### config.mk
export PLATFORM = sky130hd
export DESIGN_NAME = fifo_write_gen
export DESIGN_NICKNAME = d
export VERILOG_FILES = /design/src/rtl/fifo_write_gen.sv
export SDC_FILE = /design/constraint.sdc
export NUM_CORES = 1
export LEC_CHECK = 0
export CORE_MARGIN = 10
export CORE_UTILIZATION = 50
export DETAILED_ROUTE_END_ITERATION = 10
export GPL_ROUTABILITY_DRIVEN = 0
export PLACE_DENSITY = 0.9
export SLEW_MARGIN = 20
export SYNTH_ARGS = -nofsm -noshare
export SYNTH_HDL_FRONTEND = slang
export SYNTH_SLANG_ARGS = --single-unit
export TNS_END_PERCENT = 10
### constraint.sdc
create_clock -name sys_clk -period 2.1 [get_ports sys_clk]
set_clock_uncertainty 0.15 [all_clocks]
set_input_delay 0.42 -clock sys_clk [delete_from_list [all_inputs] [get_ports sys_clk]]
set_output_delay 0.42 -clock sys_clk [all_outputs]
set_load 0.03 [all_outputs]
### src/rtl/fifo_write_gen.sv
// rtl/fifo_write_gen.sv - burst write generator that refills a FIFO after almost_empty rises
// Data counts 0,1,2... per burst and stalls on full. The burst ends when almost_full is seen.
module fifo_write_gen #(
    parameter int DELAY_CYCLES = 10,
    parameter int DATA_W       = 8
) (
    input  logic              sys_clk,
    input  logic              sys_rst_n,
    input  logic              almost_empty,
    input  logic              almost_full,
    input  logic              full,
    output logic              fifo_wr_en,
    output logic [DATA_W-1:0] fifo_wdata,
    output logic              busy,
    output logic [7:0]        burst_cnt
);

    typedef enum logic [1:0] {
        S_IDLE  = 2'd0,
        S_DELAY = 2'd1,
        S_WRITE = 2'd2
    } state_t;

    localparam logic [3:0] DLY_LAST = 4'(DELAY_CYCLES);

    state_t              state_q, state_d;
    logic                ae_d0_q, ae_d1_q;
    logic [3:0]          dcnt_q, dcnt_d;
    logic                wr_q, wr_d;
    logic [DATA_W-1:0]   data_q, data_d;
    logic [7:0]          burst_q, burst_d;
    logic                start;

    assign start      = ae_d0_q & ~ae_d1_q;
    assign fifo_wr_en = wr_q & ~full;
    assign fifo_wdata = data_q;
    assign busy       = (state_q != S_IDLE);
    assign burst_cnt  = burst_q;

    always_comb begin
        state_d = state_q;
        dcnt_d  = dcnt_q;
        wr_d    = wr_q;
        data_d  = data_q;
        burst_d = burst_q;

        // Advance only on an actual write so a full stall never skips a value.
        if (fifo_wr_en) begin
            data_d = data_q + DATA_W'(1);
        end

        case (state_q)
            S_IDLE: begin
                if (start) begin
                    state_d = S_DELAY;
                end
            end
            S_DELAY: begin
                if (dcnt_q == DLY_LAST) begin
                    dcnt_d  = 4'd0;
                    wr_d    = 1'b1;
                    data_d  = '0;
                    state_d = S_WRITE;
                end else begin
                    dcnt_d = dcnt_q + 4'd1;
                end
            end
            S_WRITE: begin
                if (almost_full) begin
                    wr_d    = 1'b0;
                    burst_d = burst_q + 8'd1;
                    state_d = S_IDLE;
                end
            end
            default: begin
                state_d = S_IDLE;
                wr_d    = 1'b0;
                dcnt_d  = 4'd0;
            end
        endcase
    end

    always_ff @(posedge sys_clk or negedge sys_rst_n) begin
        if (!sys_rst_n) begin
            state_q <= S_IDLE;
            ae_d0_q <= 1'b0;
            ae_d1_q <= 1'b0;
            dcnt_q  <= 4'd0;
            wr_q    <= 1'b0;
            data_q  <= '0;
            burst_q <= 8'd0;
        end else begin
            state_q <= state_d;
            ae_d0_q <= almost_empty;
            ae_d1_q <= ae_d0_q;
            dcnt_q  <= dcnt_d;
            wr_q    <= wr_d;
            data_q  <= data_d;
            burst_q <= burst_d;
        end
    end

endmodule
; Yosys cells after proc, flatten, opt, wreduce, memory -nomap -nowiden
; Cells that the tools add are included.
[totals]
ff_bits = 25
in_bits = 5
out_inout_bits = 18
word_cells = 39
[op_classes]
n_addsub = 3
n_eq_ne = 6
mux = 12
n_bitwise = 5
n_reduce_logical = 6
[ops]
columns = cell, n
row1 = 2-to-1 mux 8 bit, 3
row2 = "adder 8 x 1 -> 8 bit, second input constant", 2
row3 = case mux 4 bit (2 select lines), 1
row4 = 2-to-1 mux 2 bit, 3
row5 = "inequality test 2 bit, second input constant", 3
row6 = case mux 2 bit (3 select lines), 1
row7 = AND reduction 3 bit, 2
row8 = "adder 4 x 1 -> 4 bit, second input constant", 1
row9 = "equality test 4 bit, second input constant", 1
row10 = 2-to-1 mux 4 bit, 1
row11 = inverter 1 bit, 3
row12 = case mux 1 bit (3 select lines), 1
row13 = AND 1 bit, 2
row14 = "equality test 2 x 1 -> 1 bit, second input constant", 1
row15 = "equality test 2 bit, second input constant", 1
row16 = zero test 2 bit, 1
row17 = 2-to-1 mux 1 bit, 2
row18 = AND reduction 2 bit, 1
row19 = nonzero test 2 bit, 1
row20 = OR reduction 2 bit, 1

; Longest topological paths before layout
; Gate-level depths: netlist of run 1.
[logic_depth]
ltp_word = 5
ltp_mapped = 5
depth_no_buf = 5

; Least setup slack after synthesis of run 1
; OpenSTA, ideal clock, no wires.
[synth_timing]
path_kind = reg-to-reg
startpoint = register data_q[0] (netlist: fifo_wdata[0])
endpoint = register data_q[6] (netlist: fifo_wdata[6])
setup_time_ns = 0.078
arrival_ns = 1.467
t_required_ns = 1.872
slack_ns = 0.405
stages_incl_launch_ff = 5
n_path_buf = 0
synth_period_minus_slack_ns = 1.695
path_cell_list = dfrtp_1 ha_1 inv_1 or4_1 a21oi_1
[synth_between]
elab_chain_len = 4
[synth_lines]
columns = item, line_no
row1 = from (decl), 30  ; logic [DATA_W-1:0] data_q, data_d;
row2 = from (signal assigned), 98  ; data_q <= data_d;
row3 = adder 8 x 1 -> 8 bit (*), 49  ; data_d = data_q + DATA_W'(1);
row4 = 2-to-1 mux 8 bit (*), 48  ; if (fifo_wr_en) begin
row5 = 2-to-1 mux 8 bit, 59  ; if (dcnt_q == DLY_LAST) begin
row6 = 2-to-1 mux 8 bit (*), 52  ; case (state_q)
row7 = named net data_d[6], 30
; The timed path passes the listed nets; every way through them passes the cells marked *.
; A chain may end at the register's enable or synchronous reset.

; Worst setup path in the final report of run 1
[layout_timing]
startpoint = register data_q[3] (netlist: fifo_wdata[3])
endpoint = output fifo_wdata[3]
[layout_lines]
columns = item, line_no
row1 = to (decl), 13  ; output logic [DATA_W-1:0] fifo_wdata,
; No word-level cell between the ends.

==> metrics.cfg, run 1 <==
[synthesis]
yosys_warnings=0
netlist-cell-type-count=30
synth_cells=110
syn-num-nets=119
seq_area_frac_synth_pct=53.3
ys_ff_latch=25
syn_area_per_cell_sq_um=10.7
syn_area_sq_um=1170

[cts]
clkLatencyLatePin_ps=320
clkTransAtPathRegs_ps=130
cts_root_buf=clkbuf_4
post_cts_buffers=0
cts_tree=yes
cts-htree-levels=1
cts_buffer_depth=2
cts_sinks=25
cts_buffers=3

[sta]
rsz0062_at_grt=no
setup_tns_ps=0
fin_crit_ps=2030
hold_viol_final=0
hold_slack_ps=256
maxSlewHeadroom_pct=77.7
max_freq_ghz=0.493
tightest_slew_ps=332
final_max_slew_viol_count=0
period_share_pct=96.6
finalSetupViolCount=0

[critical_path]
critPathSlowestCell=clkdlybuf4s50_1
path_buf_inv=1
r2r_end=fifo_wdata[6]
critPathLaunch=fifo_wdata[3]
critPathArrivalTime_ps=1460
cp_max_fo=4
crit_type=reg -> out
slowest_delay_ps=700
crit_chain=clkdlybuf4s50_1
worstSetupEndpointType=output port
r2r_slack_ps=470
startpoint_type=flop
required_ps=1530
rr_startpoint=fifo_wdata[0]
r2r.worst_path.cells=4
critPathTopFamily=buffers and inverters

[placement]
port_buffers=22
place_hpwl_um=1880

[layout]
layout-drive-gt1-share_pct=11.4
areaGrowthSynthToFinish_pct=27.7
diodes=0
fin_nets=150

[pwr]
p_leak_nw=0.740
p_per_area_nw_per_um2=1080
vdd_ir_drop_max_mv=0.705

[die]
core_sq_um=2230
die_area_sq_um=4690
die_w_um=68.5
die_y_um=68.5
ioPinCount=23
start_util_pct=52.5
rows=17

[global_routing]
antenna_found_initial=0
grt-ovfl-total=0
grt_max_degree=26
grt_use_total_pct=11.7
grt_pass1_vias=995
grt_pass1_wl_um=4280

[drt]
vias=934
viasPerCell=5.56
wl_per_cell_um=14.3
drc_errors=0
drtIter0Drc=23
antenna_left=0
first_pass_iters=4
wirelength_um=2400

[hold_path]
min_path_type=reg -> reg
holdPathStages=0
worstHoldStart=ae_d0_q
min_to=ae_d1_q

[run]
drv_cap=0

[outcome]
status=finished clean

[sequential cells by signal, summed over array words and instances, names as in the netlist]
name	flops
wr_q	1
burst_cnt	8
state_q	2
dcnt_q	4
ae_d0_q	1
fifo_wdata	8
ae_d1_q	1
[placed cells by master, fill, tap and decap left out, types with 3 or more instances in the layout]
| cell | count |
|---|---|
| nor2_1 | 4 |
| xnor2_1 | 6 |
| nand2_1 | 10 |
| dlymetal6s2s_1 | 5 |
| buf_4 | 6 |
| nand3_1 | 6 |
| a21oi_1 | 6 |
| o21ai_0 | 7 |
| dfrtp_1 | 25 |
| nand2b_1 | 3 |
| nand3b_1 | 4 |
| o22ai_1 | 3 |
| xor2_1 | 3 |
| inv_1 | 6 |
| ha_1 | 4 |
| clkbuf_4 | 3 |
| clkdlybuf4s50_1 | 15 |
[synth_stat cells, drive strengths merged]
cell type | count | area (sq um)
mux2i | 1 | 10.0
nand2 | 10 | 37.5
or2 | 1 | 6.26
o31ai | 2 | 15.0
a21oi | 7 | 38.8
xor2 | 3 | 26.3
or3 | 4 | 27.5
nand4b | 2 | 32.5
nand3b | 4 | 30.0
or4 | 2 | 18.8
o21ai | 7 | 35.0
nor2b | 2 | 12.5
clkbuf | 1 | 3.75
nand2b | 3 | 18.8
nor3 | 2 | 10.0
nor2 | 4 | 15.0
dfrtp | 25 | 626
nand4 | 2 | 12.5
nor4 | 1 | 6.26
inv | 6 | 22.5
o22ai | 3 | 18.8
ha | 4 | 50.1
and3b | 1 | 8.76
o221ai | 1 | 8.76
nand3 | 6 | 30.0
xnor2 | 6 | 52.6
[metal layers]
| layer | up-vias | global-route usage, % | wire length (um) |
|---|---|---|---|
| met2 | 27 | 21.1 | 1210 |
| li1 | 452 | - | - |
| met3 | 6 | 2.61 | 151 |
| met5 | - | 0 | 0 |
| met1 | 449 | 12.7 | 1010 |
| met4 | 0 | 5.28 | 38 |
[stage by stage]
step | util [%] | std cells | power, mW | instance area, sq um | setup WS [ps]
global route | 67.1 | 168 | 1.76 | 1500 | 8.99
global placement | 65.4 | 164 | 1.40 | 1460 | 135
floorplan | - | 110 | 1.16 | 1170 | 405
detailed placement | 65.4 | 164 | 1.44 | 1460 | 73.2
CTS | 66.6 | 168 | 1.64 | 1490 | 9.58
finish | 67.1 | 168 | 1.62 | 1500 | 71.2
[final cells by class]
type,instances,area [sq um]
Clock buffer,3,22.5
Inverter,6,22.5
Tap cell,28,35.0
Timing Repair Buffer,27,267
Clock inverter,1,5.00
Sequential cell,25,626
Multi-Input combinational cell,78,522
Fill cell,179,734
[kinds of logic (layout without fill, tap and decap cells)]
logic type | after synthesis | after routing | synth area share, %
muxes | 1 | 1 | 0.853
and+or+nand+nor | 44 | 44 | 22.7
xor gates and xnor gates | 9 | 9 | 6.72
DFF | 25 | 25 | 53.3
AOI/OAI and AO/OA | 20 | 20 | 9.91
adders and majority gates | 4 | 4 | 4.26
buffers and inverters | 7 | 37 | 2.24
[power by group]
part           internal [mW]  total [mW]  leakage, nW  switching [mW]
clock network         0.0713       0.212       0.0177           0.141
registers              0.598       0.738        0.321           0.140
logic                  0.282       0.667        0.401           0.385
total                  0.951        1.62        0.740           0.667
[what timing repair did]
item,in CTS,in global routing
gates resized for setup,1,5
hold buffers,0,0
hold endpoints to repair,0,0
endpoints found under the setup margin,1,5
[worst max-delay path by stage]
stage | endpoint | cells past startpoint | slack (ps)
3_3_place_gp | fifo_wdata[7] | 4 | 130
3_5_place_dp | fifo_wdata[7] | 4 | 70
5_1_grt | burst_cnt[3] | 1 | 9
6_report | fifo_wdata[3] | 1 | 70
2_1_floorplan | fifo_wdata[6] | 4 | 400
4_1_cts | fifo_wdata[0] | 1 | 10
No activity file was read; power rests on OpenSTA's default activity.
==> run 2, diff against run 1 <==
Settings changed: ABC_CLOCK_PERIOD_IN_PS from default to 2100, REMOVE_ABC_BUFFERS from default to 1.
==> metrics.cfg, run 2 (same netlist as run 1, synthesis figures left out) <==
[hold_path]
min_to=ae_d1_q
worstHoldStart=ae_d0_q
min_path_type=reg -> reg
holdPathStages=0  ; unchanged

[layout]
final_common_cell=dfrtp_1
fin_nets=150  ; unchanged
final_cell_mix=dfrtp_1, clkdlybuf4s50_1, nand2_1
diodes=0  ; unchanged
multi_input_area_sq_um=522  ; unchanged
final-seq-area_sq_um=626  ; unchanged
layout-drive-gt1-share_pct=11.4  ; unchanged
fillers=180  ; +0.56%
areaGrowthSynthToFinish_pct=27.5

[run]
drv_cap=0  ; unchanged

[cts]
cts_sinks=25  ; unchanged
cts_buffers=3  ; unchanged
clkLatencyLatePin_ps=310  ; about the same
cts_root_buf=clkbuf_4
cts_tree=yes
clkTransAtPathRegs_ps=130  ; about the same
cts-htree-levels=1  ; unchanged
cts_buffer_depth=2  ; unchanged
post_cts_buffers=0  ; unchanged

[sta]
finalSetupViolCount=0  ; unchanged
rsz0062_at_grt=no
maxSlewHeadroom_pct=77.7  ; about the same
final_max_slew_viol_count=0  ; unchanged
setup_tns_ps=0  ; unchanged
tightest_slew_ps=334  ; +1.62 ps
max_freq_ghz=0.490  ; -0.54%
postLayoutSetupSlackWorst_ps=60.3  ; -10.9 ps
fin_crit_ps=2040  ; +10.9 ps
hold_viol_final=0  ; unchanged
period_share_pct=97.1  ; +0.52 points

[drt]
viasPerCell=5.39  ; -3.0%
wirelength_um=2410  ; +0.25%
vias=906  ; -3.0%
antenna_left=0  ; unchanged
first_pass_iters=4  ; unchanged
drc_errors=0  ; unchanged
drtIter0Drc=28  ; +22%
wl_per_cell_um=14.3  ; +0.25%

[critical_path]
slowest_delay_ps=720  ; +20 ps
critPathLaunch=burst_cnt[2]
critPathTopFamily=buffers and inverters
path_buf_inv=1  ; unchanged
r2r_slack_ps=470  ; about the same
crit_type=reg -> out
startpoint_type=flop
crit_chain=clkdlybuf4s50_1
cp_max_fo=5  ; +1
required_ps=1530  ; about the same
worstSetupEndpointType=output port
rr_startpoint=fifo_wdata[1]
critPathSlowestCell=clkdlybuf4s50_1
r2r_end=fifo_wdata[6]
r2r.worst_path.cells=4  ; unchanged
critPathArrivalTime_ps=1470  ; about the same

[placement]
dp_slack_ps=81.5  ; +8.28 ps
port_buffers=22  ; unchanged
place_hpwl_um=1840  ; -2.0%

[die]
die_w_um=68.5  ; unchanged
ioPinCount=23  ; unchanged
start_util_pct=52.5  ; unchanged
rows=17  ; unchanged
die_area_sq_um=4690  ; unchanged
core_sq_um=2230  ; unchanged
die_y_um=68.5  ; unchanged

[pwr]
power_mw=1.62  ; +0.11%
p_per_area_nw_per_um2=1080  ; +0.28%
p_leak_nw=0.721  ; -2.5%
vdd_ir_drop_max_mv=0.683  ; -3.0%

[global_routing]
grt_max_degree=26  ; unchanged
antenna_found_initial=0  ; unchanged
grt_use_total_pct=11.3  ; -0.46 points
met3_usage_pct=2.94  ; +0.33 points
busiest_layer=met2
use_met1_pct=13.4  ; +0.69 points
grt-ovfl-total=0  ; unchanged
grt_pass1_wl_um=4060  ; -5.2%
use_met2_pct=19.0  ; -2.1 points
grt_pass1_vias=914  ; -8.1%

[outcome]
status=finished clean

run 2: changes by cell type in the layout (fill, tap and decap cells not counted):
cell,before,now
dlymetal6s2s_1,5,4
clkdlybuf4s50_1,15,16
run 2: final cells by class:
class / instances / area share (%)
Clock buffer: 3 / 1.51
Sequential cell: 25 / 41.8
Timing Repair Buffer: 27 / 17.6
Inverter: 6 / 1.51
Tap cell: 28 / 2.34
Multi-Input combinational cell: 78 / 34.9
Clock inverter: 1 / 0.334
run 2: metal layers:
layer / wire [um] / vias up
li1: - / 454
met1: 1090 / 426
met2: 1160 / 22
met3: 131 / 4
met4: 24 / 0
met5: 0 / -
run 2: worst max path at each step:
stage / cells past startpoint / endpoint / slack [ps]
after floorplan: 4 / fifo_wdata[6] / 400
after global placement: 4 / fifo_wdata[7] / 140
after CTS: 1 / fifo_wdata[1] / 10
final: 1 / burst_cnt[2] / 60
after global routing: 1 / burst_cnt[2] / 3
after detailed placement: 4 / fifo_wdata[6] / 80
run 2: stage by stage:
stage	hold WS, ps	utilization, %	instances	instance area, sq um
2_1_floorplan	-25.6	-	109	1170
3_3_place_gp	216	65.4	164	1460
3_5_place_dp	221	65.4	164	1460
4_1_cts	257	66.6	168	1490
5_1_grt	269	67.0	168	1500
6_report	253	67.0	168	1500
run 2: report_power, final:
group | leakage, nW | total, mW | internal [mW] | switching, mW
Clock | 0.0177 | 0.207 | 0.0711 | 0.136
Combinational | 0.383 | 0.671 | 0.284 | 0.387
Sequential | 0.321 | 0.742 | 0.598 | 0.144
Total | 0.721 | 1.62 | 0.953 | 0.667
run 2: timing repair:
item,in CTS,in global routing
endpoints found under the setup margin,1,4
hold buffers,0,0
gates resized for setup,1,4
